`src/rtl/sequencer_group_mgr.sv`:
```
// Group scheduler for NUM_RAILS rail sequencers: ordered power-up,
// reverse power-down, step timeouts, bounded retry and fault lockout.
module sequencer_group_mgr #(
  parameter int NUM_RAILS   = 4,
  parameter int DLY_STEP_TO = 200,
  parameter int DLY_RETRY   = 1000,
  parameter int MAX_RETRIES = 2,
  parameter int C_CNTRSIZE  = 12,
  localparam int RW = (MAX_RETRIES > 0) ? $clog2(MAX_RETRIES + 1) : 1
) (
  input  logic                 CLOCK,
  input  logic                 RESET,
  input  logic                 PWR_REQ,
  input  logic                 FAULT_CLR,
  input  logic [NUM_RAILS-1:0] RAIL_NEXT_OE,
  input  logic [NUM_RAILS-1:0] RAIL_FAULT,
  input  logic [NUM_RAILS-1:0] RAIL_PWRGD,
  output logic [NUM_RAILS-1:0] RAIL_ENABLE,
  output logic [NUM_RAILS-1:0] GROUP_PWRGD_HI,
  output logic                 SYS_PWROK,
  output logic                 FAULT_LATCHED,
  output logic [NUM_RAILS-1:0] FAULT_RAIL,
  output logic [RW-1:0]        RETRY_CNT
);

  localparam int IW = $clog2(NUM_RAILS);
  localparam logic [IW-1:0] LAST = IW'(NUM_RAILS - 1);
  localparam logic [C_CNTRSIZE-1:0] STEP_TO = C_CNTRSIZE'(DLY_STEP_TO);
  localparam logic [C_CNTRSIZE-1:0] RTRY_TO = C_CNTRSIZE'(DLY_RETRY);
  localparam logic [RW-1:0] MAXR = RW'(MAX_RETRIES);

  typedef enum logic [2:0] {
    S_OFF, S_UP, S_ON, S_DOWN, S_RETRY, S_LOCK
  } state_t;

  state_t                state_q, state_d;
  logic [IW-1:0]         idx_q, idx_d;
  logic [C_CNTRSIZE-1:0] cnt_q, cnt_d;
  logic                  fp_q, fp_d;
  logic [RW-1:0]         retry_q, retry_d;
  logic [NUM_RAILS-1:0]  frail_q, frail_d;
  logic [NUM_RAILS-1:0]  en_q, en_d;
  logic [NUM_RAILS-1:0]  ghi_q, ghi_d;
  logic                  pwrok_q, pwrok_d;
  logic                  lock_q, lock_d;

  logic step_to, any_flt, up_to, dn_to;

  always_comb begin
    state_d = state_q;
    idx_d   = idx_q;
    fp_d    = fp_q;
    retry_d = retry_q;
    frail_d = frail_q;
    step_to = cnt_q >= STEP_TO;
    any_flt = |RAIL_FAULT;
    up_to   = step_to && !RAIL_NEXT_OE[idx_q];
    dn_to   = step_to && RAIL_PWRGD[idx_q];
    unique case (state_q)
      S_OFF: begin
        if (PWR_REQ && !lock_q) begin
          state_d = S_UP;
          idx_d   = '0;
          frail_d = '0;
        end
      end
      S_UP: begin
        // fault outranks both abort and step advance
        if (any_flt || up_to) begin
          frail_d = frail_q | RAIL_FAULT;
          if (up_to) frail_d[idx_q] = 1'b1;
          fp_d    = 1'b1;
          state_d = S_DOWN;
        end else if (!PWR_REQ) begin
          state_d = S_DOWN;
        end else if (RAIL_NEXT_OE[idx_q]) begin
          if (idx_q == LAST) begin
            state_d = S_ON;
            retry_d = '0;
          end else begin
            idx_d = idx_q + 1'b1;
          end
        end
      end
      S_ON: begin
        if (any_flt) begin
          frail_d = frail_q | RAIL_FAULT;
          fp_d    = 1'b1;
          state_d = S_DOWN;
          idx_d   = LAST;
        end else if (!PWR_REQ) begin
          state_d = S_DOWN;
          idx_d   = LAST;
        end
      end
      S_DOWN: begin
        if (!RAIL_PWRGD[idx_q] || dn_to) begin
          if (dn_to) begin
            frail_d[idx_q] = 1'b1;
            fp_d           = 1'b1;
          end
          if (idx_q != '0) begin
            idx_d = idx_q - 1'b1;
          end else begin
            fp_d = 1'b0;
            if (!(fp_q || dn_to)) begin
              state_d = S_OFF;
            end else if (retry_q < MAXR) begin
              state_d = S_RETRY;
              retry_d = retry_q + 1'b1;
            end else begin
              state_d = S_LOCK;
            end
          end
        end
      end
      S_RETRY: begin
        if (cnt_q >= RTRY_TO) begin
          state_d = PWR_REQ ? S_UP : S_OFF;
          idx_d   = '0;
        end
      end
      S_LOCK: begin
        if (FAULT_CLR && !PWR_REQ) begin
          state_d = S_OFF;
          retry_d = '0;
          frail_d = '0;
        end
      end
      default: state_d = S_OFF;
    endcase
  end

  always_comb begin
    if (state_d != state_q || idx_d != idx_q) cnt_d = '0;
    else if (&cnt_q) cnt_d = cnt_q;
    else cnt_d = cnt_q + 1'b1;
  end

  // outputs decode the next state so they land on the transition edge
  always_comb begin
    en_d  = '0;
    ghi_d = '0;
    for (int i = 0; i < NUM_RAILS; i++) begin
      unique case (state_d)
        S_UP:    en_d[i] = IW'(i) <= idx_d;
        S_ON:    en_d[i] = 1'b1;
        S_DOWN:  en_d[i] = IW'(i) < idx_d;
        default: en_d[i] = 1'b0;
      endcase
      ghi_d[i] = |(RAIL_PWRGD >> (i + 1));
    end
    pwrok_d = state_d == S_ON;
    lock_d  = state_d == S_LOCK;
  end

  always_ff @(posedge CLOCK) begin
    if (RESET) begin
      state_q <= S_OFF;
      idx_q   <= '0;
      cnt_q   <= '0;
      fp_q    <= 1'b0;
      retry_q <= '0;
      frail_q <= '0;
      en_q    <= '0;
      ghi_q   <= '0;
      pwrok_q <= 1'b0;
      lock_q  <= 1'b0;
    end else begin
      state_q <= state_d;
      idx_q   <= idx_d;
      cnt_q   <= cnt_d;
      fp_q    <= fp_d;
      retry_q <= retry_d;
      frail_q <= frail_d;
      en_q    <= en_d;
      ghi_q   <= ghi_d;
      pwrok_q <= pwrok_d;
      lock_q  <= lock_d;
    end
  end

  assign RAIL_ENABLE    = en_q;
  assign GROUP_PWRGD_HI = ghi_q;
  assign SYS_PWROK      = pwrok_q;
  assign FAULT_LATCHED  = lock_q;
  assign FAULT_RAIL     = frail_q;
  assign RETRY_CNT      = retry_q;

endmodule

```
`config.mk`:
```
export PLATFORM = sky130hd
export DESIGN_NAME = sequencer_group_mgr
export DESIGN_NICKNAME = d
export VERILOG_FILES = /design/src/rtl/sequencer_group_mgr.sv
export SDC_FILE = /design/constraint.sdc
export NUM_CORES = 1
export LEC_CHECK = 0
export BUFFER_PORTS_ARGS = -buffer_cell sky130_fd_sc_hd__buf_2
export CORE_ASPECT_RATIO = 2
export CORE_MARGIN = 2
export CORE_UTILIZATION = 50
export DETAILED_ROUTE_END_ITERATION = 10
export PLACE_DENSITY = 0.69
export REMOVE_ABC_BUFFERS = 1
export SYNTH_ARGS = -nofsm -noshare
export SYNTH_HDL_FRONTEND = slang
export SYNTH_SLANG_ARGS = --single-unit
```
`constraint.sdc`:
```
create_clock -name CLOCK -period 2.9 [get_ports CLOCK]
set_clock_uncertainty 0.05 [all_clocks]
set_input_delay 0.29 -clock CLOCK [delete_from_list [all_inputs] [get_ports CLOCK]]
set_output_delay 0.29 -clock CLOCK [all_outputs]
set_load 0.005 [all_outputs]
```
==> flow_metrics.tcl <==
set metrics [dict create \
    area_growth_pct 13.85 \
    start_util_pct 51.36 \
    hold_viol_final 0 \
    syn_avg_cell_area_sq_um 8.346 \
    maxCapViolCount 0 \
    outcome "completed" \
    combPwrFrac_pct 37.2 \
    fin_area_sq_um 2366 \
    fp.dieArea_sq_um 4719 \
    cts_root_buf "clkbuf_8" \
    antenna_found_initial 0 \
    slew_headroom_pct 64.26 \
    routabilityCongestion 0.9363 \
    clkTransAtPathRegs_ps 70 \
    crit_fanout 12 \
    grt_usage_pct 26.45 \
    via_per_inst 6.120 \
    n_fill_cell 406 \
    grt_pass1_wl_mm 9.494 \
    syn_inst 249 \
    powerDensity_nw_per_um2 619.5 \
    period_minus_slack_ps 2575 \
    die_height_um 95.18 \
    pwr-share-clk_pct 24.0 \
    dr.pass1.iters 5 \
    cts_sinks 33 \
    clk_path_buf_depth 2 \
    setup_viol 0 \
    pwr-share-seq_pct 38.8 \
    synth.distinct_cells 65 \
    async_reset_ff_share_pct 0 \
    drive_gt1_share_pct 22.06 \
    grt_max_degree 17 \
    htree_levels 2 \
    yosysTopAreaCellShare_pct 31.79 \
    power.switching_mw 0.5704 \
    crit_type "reg2reg" \
    hold_class "in2reg" \
    tightest_slew_ps 535.4 \
    place_hpwl_mm 4.442 \
    ys_ff_latch 33 \
    stdcell_count 333 \
    required_ps 3040 \
    overflow 0 \
    synthFlopType "dfxtp_1" \
    finalSetupTns_ps 0 \
    drt-initial-drc-count 68 \
    ys_top_cells_by_area "dfxtp_1 32%, nor2_1 4.3%, a21oi_1 3.4%" \
    rsz0062_at_grt "false" \
    drc 0 \
    ctsHoldBuffers 0 \
    avgRoutedWirePerCell_um 17.18 \
    ios 32 \
    critPathArrivalTime_ps 2720 \
    synth-edff-count 0 \
    worstSkewPairLatency_ps 290 \
    ant_nets 0 \
    dp_cells 325 \
    postCtsSetupRepairBufs 0 \
    std_cell_rows 33 \
    antenna_cells 0 \
    p_int_mw 0.8953 \
    drt-total-wl_mm 5.720 \
    endpoint_kind "register" \
    placed_cell_area_sq_um 2280 \
    nets 298 \
    cts_resized 0 \
    grt_pass1_vias 2002 \
    dr_total_vias 2038 \
    critPathLaunchType "register" \
    netlist_area_sq_um 2078 \
    fp.coreArea_sq_um 4046 \
    ys_warn_count 0 \
    die_w_um 49.59 \
    numPortBuffers 30 \
    finalCritPeriodShare_pct 88.80 \
    sw_frac_of_total_pct 38.92 \
    yosysTopAreaCell "dfxtp_1" \
    yosysSeqAreaShare_pct 31.79 \
    finalMaxSlewViolations 0 \
    fmax_mhz 388.3 \
    p_leak_nw 0.9270 \
    peakVddDrop_v 0.0003639 \
    cts_buffers 5 \
    tritoncts "yes" \
    ff2ff_setup_slack_ps 320 \
]
[power groups by stage]
stage	Combinational (mW)	Clock, mW	Sequential [mW]
after global routing	0.606	0.371	0.576
final	0.545	0.352	0.569
after CTS	0.542	0.360	0.568
after floorplan	0.356	0	0.577
after detailed placement	0.541	0	0.578
after global placement	0.537	0	0.577
[worst max-delay path: stages (launching register included)]
cell       delay (ps)
dfxtp_1           500
mux4_2            600
a21o_1            210
a32oi_2           190
a311oi_1           80
or3_4             500
a2111oi_2         340
[kinds of logic (layout without fill, tap and decap cells)]
logic type	count (synthesis)	in the layout	synth area share [%]
muxes	4	4	3.131
AOI/OAI and AO/OA	74	74	27.15
xor gates and xnor gates	7	7	2.950
and+or+nand+nor	101	101	27.87
adders and majority gates	2	2	1.204
buffers and inverters	27	59	5.719
other	1	1	0.1804
DFF	33	33	31.79
[per-layer routing]
layer / global-route usage, % / share of wire, %
met5: 0 / 0
met3: 3.448 / 4.0
met4: 17.36 / 4.7
met2: 51.00 / 57
met1: 25.22 / 34
[registers in the layout, summed over array words and instances (netlist names)]
signal,flops
SYS_PWROK,1
FAULT_RAIL,4
RAIL_ENABLE,4
idx_q,2
cnt_q,12
state_q,3
fp_q,1
RETRY_CNT,2
GROUP_PWRGD_HI,3
FAULT_LATCHED,1
[through the flow]
stage	util, %	setup WS (ps)	hold slack, ps	power (mW)
floorplan	-	451.9	311.6	0.9330
global placement	56.34	410.1	396.5	1.115
detailed placement	56.34	355.8	409.4	1.119
CTS	58.47	341.7	206.5	1.469
global route	58.47	231.1	236.2	1.552
finish	58.47	324.9	206.8	1.466
[cells in the mapped netlist, types with 4 or more instances]
cell type	number
dfxtp_1	33
a211oi_1	4
clkbuf_1	6
o211ai_1	6
nand3_1	14
xor2_1	5
a31oi_1	4
a21oi_1	14
nand4_1	4
o21ai_0	8
nand2_1	13
nor3_1	13
nor2_1	24
inv_1	14
and2_1	4
a311oi_1	5
nand2b_1	4
buf_2	5
[area by class of cell]
class / instances / area, sq um / share of cell area, %
inverter: 14 / 52.55 / 2.221
tap: 52 / 65.06 / 2.750
sequential: 33 / 660.6 / 27.92
multi-input combinational: 189 / 1299 / 54.89
clock buffer: 5 / 68.82 / 2.909
clock inverter: 3 / 17.52 / 0.7403
timing repair buffer: 37 / 202.7 / 8.567
[final timing paths]
check / start / endpoint / cells after the start
min reg2reg: FAULT_RAIL[2]$_SDFFE_PP0P_ / FAULT_RAIL[2]$_SDFFE_PP0P_ / 2
max reg2reg: idx_q[0]$_SDFF_PP0_ / cnt_q[6]$_SDFFE_PP0N_ / 6
min: RAIL_PWRGD[3] / GROUP_PWRGD_HI[1]$_SDFF_PP0_ / 3
max: idx_q[0]$_SDFF_PP0_ / cnt_q[6]$_SDFFE_PP0N_ / 6
[placed cells by master, fill, tap and decap left out, types with 3 or more instances in the layout]
cell / Yosys / routed
buf_4: 1 / 7
and3_1: 3 / 3
nand2_1: 13 / 13
dfxtp_1: 33 / 33
and2_1: 4 / 4
nor4_4: 3 / 3
buf_2: 5 / 30
nand4_1: 4 / 4
o21ai_0: 8 / 8
clkbuf_8: 0 / 5
xor2_1: 5 / 5
a21oi_1: 14 / 14
inv_1: 14 / 14
a21boi_0: 3 / 3
o211ai_1: 6 / 6
or2_2: 3 / 3
nor3_1: 13 / 13
nor2_1: 24 / 24
nand3_1: 14 / 14
a31oi_1: 4 / 4
a211oi_1: 4 / 4
nand2b_1: 4 / 4
a311oi_1: 5 / 5
No activity file was read; power rests on OpenSTA's default activity.
